## config.mk

```make
export PLATFORM = sky130hd
export DESIGN_NAME = dw_conv_tmux_flat
export DESIGN_NICKNAME = d
export VERILOG_FILES = /design/src/rtl/dw_conv_tmux_if.sv /design/src/rtl/dw_conv_tmux.sv /design/src/flat_wrapper.sv
export SDC_FILE = /design/constraint.sdc
export NUM_CORES = 2
export LEC_CHECK = 0
export ABC_AREA = 0
export CAP_MARGIN = 20
export CORE_MARGIN = 5
export CORE_UTILIZATION = 45
export CTS_CLUSTER_SIZE = 28
export DETAILED_ROUTE_END_ITERATION = 16
export HOLD_SLACK_MARGIN = 0.15
export PLACE_DENSITY_LB_ADDON = 0.1
export SLEW_MARGIN = 10
export SYNTH_ARGS = -nofsm -noshare
export SYNTH_HDL_FRONTEND = slang
export SYNTH_SLANG_ARGS = --single-unit
export TNS_END_PERCENT = 5
```

## constraint.sdc

```tcl
create_clock -name clk -period 15.56 [get_ports clk]
set_input_delay 3.89 -clock clk [delete_from_list [all_inputs] [get_ports clk]]
set_output_delay 3.89 -clock clk [all_outputs]
set_load 0.005 [all_outputs]
```

## src/rtl/dw_conv_tmux_if.sv

```systemverilog
// Streaming handshake bundle for the depthwise-conv layer: input activation
// vectors in, requantised/clamped channel vector out.
interface dw_conv_tmux_if #(
    parameter int CHANNELS = 8,
    parameter int KERNEL   = 9,
    parameter int ACT_W    = 8
) ();
    logic                               in_valid;
    logic                               in_ready;
    logic [CHANNELS*KERNEL*ACT_W-1:0]   in_act;
    logic                               out_valid;
    logic                               out_ready;
    logic [CHANNELS*ACT_W-1:0]          out_act;

    modport slave (
        input  in_valid, in_act, out_ready,
        output in_ready, out_valid, out_act
    );

    modport master (
        output in_valid, in_act, out_ready,
        input  in_ready, out_valid, out_act
    );
endinterface

```

## src/rtl/dw_conv_tmux.sv

```systemverilog
// Time-multiplexed depthwise convolution: LANES channels per beat run a KERNEL-tap
// MAC (stage 1), then bias add, arithmetic shift and ReLU clamp (stage 2).
module dw_conv_tmux #(
    parameter int CHANNELS  = 8,
    parameter int LANES     = 2,
    parameter int KERNEL    = 9,
    parameter int ACT_W     = 8,
    parameter int WGT_W     = 5,
    parameter int BIAS_W    = 8,
    parameter int ACC_W     = 32,
    parameter int SHIFT     = 3,
    parameter int CLAMP_MAX = 6
) (
    input  logic                                clk,
    input  logic                                rst,
    dw_conv_tmux_if.slave                       bus,
    input  logic                                wgt_we,
    input  logic [$clog2(CHANNELS*KERNEL)-1:0]  wgt_addr,
    input  logic [WGT_W-1:0]                    wgt_data,
    input  logic                                bias_we,
    input  logic [$clog2(CHANNELS)-1:0]         bias_addr,
    input  logic [BIAS_W-1:0]                   bias_data,
    output logic                                cfg_err
);
    localparam int BEATS  = CHANNELS / LANES;
    localparam int BEAT_W = (BEATS > 1) ? $clog2(BEATS) : 1;
    localparam int WA_W   = $clog2(CHANNELS*KERNEL);
    localparam int BA_W   = $clog2(CHANNELS);

    typedef enum logic [1:0] {
        IDLE    = 2'd0,
        COMPUTE = 2'd1,
        DRAIN   = 2'd2,
        HOLD    = 2'd3
    } state_e;

    state_e                             state_r, state_nxt_s;
    logic [BEAT_W-1:0]                  beat_r;
    logic                               accept_s, last_beat_s;
    logic                               wgt_ok_s, bias_ok_s;
    logic [CHANNELS*KERNEL*ACT_W-1:0]   act_r;
    logic signed [WGT_W-1:0]            wgt_r [CHANNELS*KERNEL];
    logic signed [BIAS_W-1:0]           bias_r [CHANNELS];
    logic signed [ACC_W-1:0]            acc_s [LANES];
    logic signed [ACC_W-1:0]            s1_acc_r [LANES];
    logic [BEAT_W-1:0]                  s1_grp_r;
    logic                               s1_valid_r, s1_last_r, s2_done_r;
    logic signed [ACC_W-1:0]            y_s [LANES];
    logic signed [ACC_W-1:0]            q_s [LANES];
    logic [ACT_W-1:0]                   res_s [LANES];
    logic                               out_valid_r, cfg_err_r;
    logic [CHANNELS*ACT_W-1:0]          out_act_r;

    function automatic int chan_idx(input logic [BEAT_W-1:0] grp, input int lane);
        return int'(grp) * LANES + lane;
    endfunction

    function automatic int tap_idx(input logic [BEAT_W-1:0] grp, input int lane, input int tap);
        return chan_idx(grp, lane) * KERNEL + tap;
    endfunction

    assign bus.in_ready  = (state_r == IDLE) && !rst;
    assign accept_s      = bus.in_valid && bus.in_ready;
    assign last_beat_s   = (beat_r == BEAT_W'(BEATS - 1));
    // Config writes only land while idle, so an in-flight vector never sees a partial update.
    assign wgt_ok_s      = (state_r == IDLE) && (32'(wgt_addr) < 32'(CHANNELS*KERNEL));
    assign bias_ok_s     = (state_r == IDLE) && (32'(bias_addr) < 32'(CHANNELS));
    assign bus.out_valid = out_valid_r;
    assign bus.out_act   = out_act_r;
    assign cfg_err       = cfg_err_r;

    // FSM state register
    always_ff @(posedge clk) begin
        if (rst) state_r <= IDLE;
        else     state_r <= state_nxt_s;
    end

    // FSM next-state; DRAIN waits until stage 2 has retired the last group
    always_comb begin
        state_nxt_s = state_r;
        case (state_r)
            IDLE:    if (accept_s)      state_nxt_s = COMPUTE; else state_nxt_s = IDLE;
            COMPUTE: if (last_beat_s)   state_nxt_s = DRAIN;   else state_nxt_s = COMPUTE;
            DRAIN:   if (s2_done_r)     state_nxt_s = HOLD;    else state_nxt_s = DRAIN;
            HOLD:    if (bus.out_ready) state_nxt_s = IDLE;    else state_nxt_s = HOLD;
            default:                    state_nxt_s = IDLE;
        endcase
    end

    // Beat counter and input vector latch
    always_ff @(posedge clk) begin
        if (rst) begin
            beat_r <= '0;
            act_r  <= '0;
        end else if (accept_s) begin
            beat_r <= '0;
            act_r  <= bus.in_act;
        end else if (state_r == COMPUTE) begin
            beat_r <= beat_r + BEAT_W'(1);
        end else begin
            beat_r <= beat_r;
        end
    end

    // Weight and bias storage with range/state-gated writes
    always_ff @(posedge clk) begin
        if (rst) begin
            for (int i = 0; i < CHANNELS*KERNEL; i++) wgt_r[i] <= '0;
            for (int i = 0; i < CHANNELS; i++)        bias_r[i] <= '0;
            cfg_err_r <= 1'b0;
        end else begin
            if (wgt_we && wgt_ok_s)   wgt_r[wgt_addr]   <= wgt_data;
            if (bias_we && bias_ok_s) bias_r[bias_addr] <= bias_data;
            cfg_err_r <= (wgt_we && !wgt_ok_s) || (bias_we && !bias_ok_s);
        end
    end

    // Stage 1 combinational MAC over the current group of channels
    always_comb begin
        for (int l = 0; l < LANES; l++) begin
            acc_s[l] = '0;
            for (int k = 0; k < KERNEL; k++) begin
                acc_s[l] = acc_s[l]
                         + ACC_W'(wgt_r[WA_W'(tap_idx(beat_r, l, k))])
                         * ACC_W'($signed(act_r[tap_idx(beat_r, l, k)*ACT_W +: ACT_W]));
            end
        end
    end

    // Stage 1 register
    always_ff @(posedge clk) begin
        if (rst) begin
            s1_valid_r <= 1'b0;
            s1_last_r  <= 1'b0;
            s1_grp_r   <= '0;
            for (int l = 0; l < LANES; l++) s1_acc_r[l] <= '0;
        end else begin
            s1_valid_r <= (state_r == COMPUTE);
            s1_last_r  <= last_beat_s;
            s1_grp_r   <= beat_r;
            s1_acc_r   <= acc_s;
        end
    end

    // Stage 2 combinational bias add, requant shift and ReLU clamp
    always_comb begin
        for (int l = 0; l < LANES; l++) begin
            y_s[l] = s1_acc_r[l] + ACC_W'(bias_r[BA_W'(chan_idx(s1_grp_r, l))]);
            q_s[l] = y_s[l] >>> SHIFT;
            if (y_s[l][ACC_W-1])                  res_s[l] = '0;
            else if (q_s[l] > ACC_W'(CLAMP_MAX))  res_s[l] = ACT_W'(CLAMP_MAX);
            else                                  res_s[l] = q_s[l][ACT_W-1:0];
        end
    end

    // Stage 2 register: write finished group into its output slices
    always_ff @(posedge clk) begin
        if (rst) begin
            out_act_r <= '0;
            s2_done_r <= 1'b0;
        end else begin
            s2_done_r <= s1_valid_r && s1_last_r;
            if (s1_valid_r) begin
                for (int l = 0; l < LANES; l++)
                    out_act_r[chan_idx(s1_grp_r, l)*ACT_W +: ACT_W] <= res_s[l];
            end
        end
    end

    // Output valid tracks the HOLD state one-for-one
    always_ff @(posedge clk) begin
        if (rst) out_valid_r <= 1'b0;
        else     out_valid_r <= (state_nxt_s == HOLD);
    end
endmodule

```

## src/flat_wrapper.sv

```systemverilog
// flat-port wrapper written by rule: the top's interface ports become plain ports
module dw_conv_tmux_flat 
#(
    parameter int CHANNELS  = 8,
    parameter int LANES     = 2,
    parameter int KERNEL    = 9,
    parameter int ACT_W     = 8,
    parameter int WGT_W     = 5,
    parameter int BIAS_W    = 8,
    parameter int ACC_W     = 32,
    parameter int SHIFT     = 3,
    parameter int CLAMP_MAX = 6
)
  (clk, rst, wgt_we, wgt_addr, wgt_data, bias_we, bias_addr, bias_data, cfg_err, bus_in_valid, bus_in_act, bus_out_ready, bus_in_ready, bus_out_valid, bus_out_act);
  dw_conv_tmux_if #(.CHANNELS(CHANNELS), .KERNEL(KERNEL), .ACT_W(ACT_W)) bus_i ();
  input  logic clk;
  input  logic rst;
  input  logic wgt_we;
  input  logic [$clog2(CHANNELS*KERNEL)-1:0] wgt_addr;
  input  logic [WGT_W-1:0] wgt_data;
  input  logic bias_we;
  input  logic [$clog2(CHANNELS)-1:0] bias_addr;
  input  logic [BIAS_W-1:0] bias_data;
  output logic cfg_err;
  input wire logic [$bits(bus_i.in_valid)-1:0] bus_in_valid;
  input wire logic [$bits(bus_i.in_act)-1:0] bus_in_act;
  input wire logic [$bits(bus_i.out_ready)-1:0] bus_out_ready;
  output wire logic [$bits(bus_i.in_ready)-1:0] bus_in_ready;
  output wire logic [$bits(bus_i.out_valid)-1:0] bus_out_valid;
  output wire logic [$bits(bus_i.out_act)-1:0] bus_out_act;
  assign bus_i.in_valid = bus_in_valid;
  assign bus_i.in_act = bus_in_act;
  assign bus_i.out_ready = bus_out_ready;
  assign bus_in_ready = bus_i.in_ready;
  assign bus_out_valid = bus_i.out_valid;
  assign bus_out_act = bus_i.out_act;
  dw_conv_tmux #(.CHANNELS(CHANNELS), .LANES(LANES), .KERNEL(KERNEL), .ACT_W(ACT_W), .WGT_W(WGT_W), .BIAS_W(BIAS_W), .ACC_W(ACC_W), .SHIFT(SHIFT), .CLAMP_MAX(CLAMP_MAX)) u_core (.clk(clk), .rst(rst), .bus(bus_i), .wgt_we(wgt_we), .wgt_addr(wgt_addr), .wgt_data(wgt_data), .bias_we(bias_we), .bias_addr(bias_addr), .bias_data(bias_data), .cfg_err(cfg_err));
endmodule
```

# Yosys cells after proc, flatten, opt, wreduce, memory -nomap -nowiden
# Memories as Yosys holds them, arrays and structs flattened. A register that Yosys moved wholly into a read port is not among the register bits.
# Index checks and enable logic that the tools add are counted.
# word_totals
in_bits,605
ff_bits,715
elab_cells,145
ram_bits,424
mem_count,2
out_inout_bits,67
# classes
reduce_logical,16
magnitude_cmp,3
eq_ne,5
shifts,22
multipliers,20
n_addsub,39
muxes,26
# mem_list
memory,words,word_bits,read_ports,rd_clocked_by_memory_dff,write_ports,line,text
u_core.wgt_r,72,5,18,0,72,dw_conv_tmux.sv:42,logic signed [WGT_W-1:0] wgt_r [CHANNELS*KERNEL];
u_core.bias_r,8,8,2,1,8,dw_conv_tmux.sv:43,logic signed [BIAS_W-1:0] bias_r [CHANNELS];
# op_table
operator,n
576-bit by 32-bit indexed part select with 8-bit output,17
576-bit by 11-bit indexed part select with 8-bit output,1
32-bit adder,16
5-bit by 8-bit multiplier with 13-bit output,18
"29-bit by 4-bit adder with 29-bit output, second input constant",8
64-bit bitwise mux,2
"8-bit by 33-bit variable shift with 64-bit output, first input constant",2
8-bit by 33-bit indexed part select with 64-bit output,2
"29-bit by 3-bit adder with 29-bit output, second input constant",4
32-bit by 8-bit adder with 32-bit output,2
"29-bit by 2-bit adder with 29-bit output, second input constant",2
"29-bit by 5-bit adder with 29-bit output, second input constant",2
"29-bit by 4-bit > comparator with 1-bit output, second input constant",2
8-bit two-way mux,5
32-bit negation with 33-bit output,1
6-bit negation with 33-bit output,1
"32-bit by 5-bit multiplier with 29-bit output, second input constant",1
1-bit two-way mux,12
"3-bit by 1-bit adder with 4-bit output, second input constant",2
"2-bit equality test, second input constant",4
1-bit logical AND,8
2-bit one-hot mux with 4 select lines,1
8-bit OR reduction,1
"7-bit less-than comparator, second input constant",1
other kinds (12),16

# Longest topological paths before layout
# logic_depth
depth_word,13
ltp_mapped,50
ltp_nobuf,41

# Least setup slack after synthesis
# OpenSTA, ideal clock, no wires.
# synth_timing
path_type,reg-to-reg
start,reg u_core.beat_r[0]
end,reg u_core.s1_acc_r[16] in the netlist's numbering
arrival_time_ns,11.876
setup_ns,0.121
required_ns,15.439
stages_incl_launch_ff,44
path_buffers,11
setup_slack_ns,3.564
cell_sequence,dfxtp_1 buf_2 buf_2 buf_2 clkinv_1 buf_1 buf_1 clkbuf_1 ha_1 clkbuf_1 clkbuf_1 clkbuf_1 buf_1 buf_1 mux4_2 mux2i_1 nor2_1 fa_1 [8 not listed] a21oi_1 o21bai_1 a21oi_1 o21bai_1 a21oi_1 xnor2_1 fa_1 fa_1 inv_1 fa_1 inv_1 fa_1 inv_1 ha_1 nor3_1 nand3_1 a41oi_1 mux2_2
# synth_between
elab_chain_len,13
# synth_lines
element,line,text
start: declaration,dw_conv_tmux.sv:38,logic [BEAT_W-1:0] beat_r;
start signal: assignment,dw_conv_tmux.sv:99,beat_r <= beat_r + BEAT_W'(1);
start signal: assignment,dw_conv_tmux.sv:101,beat_r <= beat_r;
3-bit by 1-bit adder with 4-bit output (*),dw_conv_tmux.sv:55,return int'(grp) * LANES + lane;
32-bit by 5-bit multiplier with 29-bit output (*),dw_conv_tmux.sv:59,"return chan_idx(grp, lane) * KERNEL + tap;"
29-bit by 2-bit adder with 29-bit output,dw_conv_tmux.sv:59,
576-bit by 32-bit indexed part select with 8-bit output or memory 72 x 5 bit (tied branches),n/a,
5-bit by 8-bit multiplier with 13-bit output,dw_conv_tmux.sv:125,"* ACC_W'($signed(act_r[tap_idx(beat_r, l, k)*ACT_W +: ACT_W]));"
32-bit adder (7 in a row),dw_conv_tmux.sv:124,"+ ACC_W'(wgt_r[WA_W'(tap_idx(beat_r, l, k))])"
32-bit adder (*),dw_conv_tmux.sv:124,
end signal: assignment,dw_conv_tmux.sv:141,s1_acc_r <= acc_s;
end: declaration,dw_conv_tmux.sv:45,logic signed [ACC_W-1:0] s1_acc_r [LANES];
# Mark *: on every way between the ends. The rest lies on a longest branch, timed or not.
# A chain may end at the register's enable or synchronous reset.

# Worst setup path after layout
# layout_timing
start,reg u_core.beat_r[0]
end,reg u_core.s1_acc_r[63] in the netlist's numbering
# layout_between
elab_chain_len,12
# layout_lines
element,line
2-bit by 4-bit multiplier with 6-bit output (*),dw_conv_tmux.sv:59
29-bit by 2-bit adder with 29-bit output,dw_conv_tmux.sv:59
576-bit by 32-bit indexed part select with 8-bit output or memory 72 x 5 bit (tied branches),n/a
5-bit by 8-bit multiplier with 13-bit output,dw_conv_tmux.sv:125
32-bit adder (7 in a row),dw_conv_tmux.sv:124
32-bit adder (*),dw_conv_tmux.sv:124
# Marks and branches as above.

==> impl_results.md <==
* Final setup fails at 0
* Number of remaining DRC errors at 0
* Routed Wire Length at 473 mm
* Reg clk slew, reported paths at 0.08 ns
* Number of distinct library cells after synthesis at 90
* Crit path max fanout at 106
* Slowest cell on the critical path: ha_4
* CP Class: register to register
* Total grt overflow at 0
* Die ar. at 253000 um2
* First-pass GRT wire length at 654 mm
* Num rows at 181
* CORE AREA at 243000 um2
* Slowest stage delay, CP at 0.79 ns
* Crit path from: u_core.beat_r[0]$_SDFFE_PP0P_
* Filler-free cell count of the finished design at 14600
* HP Class: register to register
* CP Capture Point: u_core.s1_acc_r[63]$_SDFF_PP0_
* Setup slack after layout at 3.04 ns
* Global Route Usage Sum at 36.8%
* Initial Util at 45.1%
* Share of cells above drive strength 1 at 13.0%
* Initial detailed-routing violation count at 10500
* Max-cap violations at 0
* Most common cell on crit path: fa_1
* Post-DP Area at 120000 um2
* Synth top area cells: edfxtp_1 (18%), mux4_2 (15%), dfxtp_1 (13%), fa_1 (12%), ha_1 (5.6%)
* Post-synth EDFFs at 644
* Clk sinks at 1359
* Layout area overhead at 14.9%
* Cells after Synth at 10600
* DR vias/cell at 6.02
* Synth Cell Area at 109000 um2
* Mapped Avg Cell Area at 10.3 um2
* CP Capture Type: register
* Pre-CTS setup slack at 3.05 ns
* Crit start category: register
* Antenna violations before repair at 70
* PostCTS Resize Cnt at 0
* Peak VDD IR at 0.000893 V
* Post-route cell area at 126000 um2
* Crit path DAT at 13.22 ns
* Clk_lat worst skew at 0.87 ns
* Post-route antenna net violation count at 0
* TritonCTS clock tree: built
* Async S/R FF share, synth at 0%
* Outcome: completed
* Hold-fix buffers, CTS at 0
* Critical R2R Capture: u_core.s1_acc_r[63]$_SDFF_PP0_
* Filler cells at 21900
* Pleak at 49.6 nW
* Slew headroom at 6.05%
* Worst-case clock buffer depth at 3
* Most frequent cells in the layout: inv_1 (984), nand2_1 (935), mux4_2 (747)
* Area leader, netlist: edfxtp_1
* Pins Over Slew Limit at 0
* I/O pin cnt at 672
* Post-CTS Setup Inserts at 0
* Final Hold Fails at 0
* Slew @ Worst Pin at 1.41 ns
* Die X at 503 um
* Final Skew at 0.0849 ns
* Peak Freq at 79.9 MHz
* FF+latch count, synth at 1359
* Setup Total Neg Slack at 0 ns
* Number of cells on the worst reg-to-reg path at 35
* Synth top area share at 17.7%
* Cell Count Post-Placement at 14300
* WP data required at 16.26 ns
* Synth Warn # at 0
* Vias in the first global route at 85200
* Num CTS Buffers at 159
* Port-buffer cells at 671
* R2r setup slk at 3.04 ns
* Global placement routability congestion at 1.06
* Final min period at 12.52 ns
* Net count, final at 13000
* Largest net degree at the start of global routing at 300
* PD cells at 201 nW/um2
* Hold path start: u_core.s1_last_r$_SDFF_PP0_
* RR Startpoint: u_core.beat_r[0]$_SDFFE_PP0P_
* Post-synth top flop: dfxtp_1
* Vias at 87800
* RSZ-0062 raised after global routing: no
* Sequential cell area fraction in the yosys report at 30.8%
* H-tree levels at 4
* Dpl hpwl at 385 mm
* Root Driver: clkbuf_16
* Die height at 503 um
* Final worst-path cycle share at 80.4%
* DR WL/cell at 32.5 um
* 1st-pass router iterations at 6
* Commonest non-fill, non-tap cell in the layout: inv_1
==> power breakdown <==
group          switching (mW)  internal, mW
sequential              0.354          4.24
clock                    1.69          2.19
combinational            9.82          7.00
total                    11.9          13.4
==> routing by layer <==
metal	wire length, um	global-route usage (%)	vias up
li1	-	-	37800
met1	195000	51.0	44600
met2	199000	53.4	4638
met3	53700	11.2	778
met4	25000	16.1	24
met5	178	0	-
==> Yosys cell counts (24+ instances only) <==
cell	instances
buf_1	129
nor2_1	718
fa_1	656
o211ai_1	37
a211oi_1	90
edfxtp_1	644
and2_1	637
nand3_1	42
a31oi_1	24
a21o_1	60
or2_2	133
nand2b_1	623
clkbuf_1	403
xor2_1	40
mux4_2	747
ha_1	486
nor3_1	86
nand2_1	935
inv_1	986
buf_2	80
a21oi_1	416
o21bai_1	103
o21ai_0	721
mux2_2	99
xnor2_1	229
dfxtp_1	715
nor2b_1	134
mux2i_1	303
==> registers in the layout, indices dropped and copies added, names as in the netlist <==
name / count
u_core.cfg_err: 1
u_core.bus.out_act: 64
u_core.s2_done_r: 1
u_core.s1_valid_r: 1
u_core.wgt_r: 580
u_core.bias_r: 64
u_core.s1_last_r: 1
u_core.s1_acc_r: 64
u_core.bus.out_valid: 1
u_core.s1_grp_r: 2
u_core.beat_r: 2
u_core.state_r: 2
u_core.act_r: 576
==> through the flow <==
| stage | hold WS [ns] | util [%] | power (mW) |
|---|---|---|---|
| after floorplan | 0.406 | - | 17.3 |
| after global placement | 0.434 | 49.5 | 21.3 |
| after detailed placement | 0.433 | 49.5 | 21.4 |
| after CTS | 0.440 | 51.8 | 25.4 |
| after global routing | 0.459 | 51.8 | 27.9 |
| final | 0.444 | 51.8 | 25.3 |
==> final cells by class <==
class                   count  area, um2  share of cell area [%]
clock inverters            75        988                   0.786
flip-flops and latches   1359      33700                    26.8
clock buffers             214       4440                    3.53
diodes                     25       62.6                  0.0498
well taps                3202       4010                    3.19
repair buffers            856       8260                    6.57
inverters                 989       3720                    2.96
multi-input cells        7865      70500                    56.1
==> how the worst min path moves through the flow <==
stage / endpoint / slack (ns) / depth (start not counted)
2_1_floorplan: u_core.s2_done_r$_SDFF_PP0_ / 0.41 / 1
3_3_place_gp: u_core.s2_done_r$_SDFF_PP0_ / 0.43 / 1
3_5_place_dp: u_core.s2_done_r$_SDFF_PP0_ / 0.43 / 1
4_1_cts: u_core.s2_done_r$_SDFF_PP0_ / 0.44 / 1
5_1_grt: u_core.s2_done_r$_SDFF_PP0_ / 0.46 / 1
6_report: u_core.s2_done_r$_SDFF_PP0_ / 0.44 / 1
==> critical path, delay by kind of cell (launching register included) <==
| kind | cells | cell delay [ns] |
|---|---|---|
| simple gates | 3 | 0.63 |
| fa+ha+maj | 10 | 5.11 |
| flops | 1 | 0.77 |
| buf+inv | 9 | 1.92 |
| mux | 3 | 1.48 |
| xor+xnor | 1 | 0.17 |
| compound gates | 9 | 2.11 |
==> kinds of logic after synthesis <==
kind of cell             count (synthesis)  share of synthesized area [%]
other                                    1                        0.00343
AND/OR/NAND/NOR                       3399                           15.6
XOR/XNOR                               269                           2.15
AO/OA/AOI/OAI                         1685                           9.12
flip-flops                            1359                           30.8
multiplexers                          1150                           19.2
buffers and inverters                 1604                           5.61
adder cells (fa/ha/maj)               1142                           17.6
Note: power is estimated with default switching activity, not from simulation.
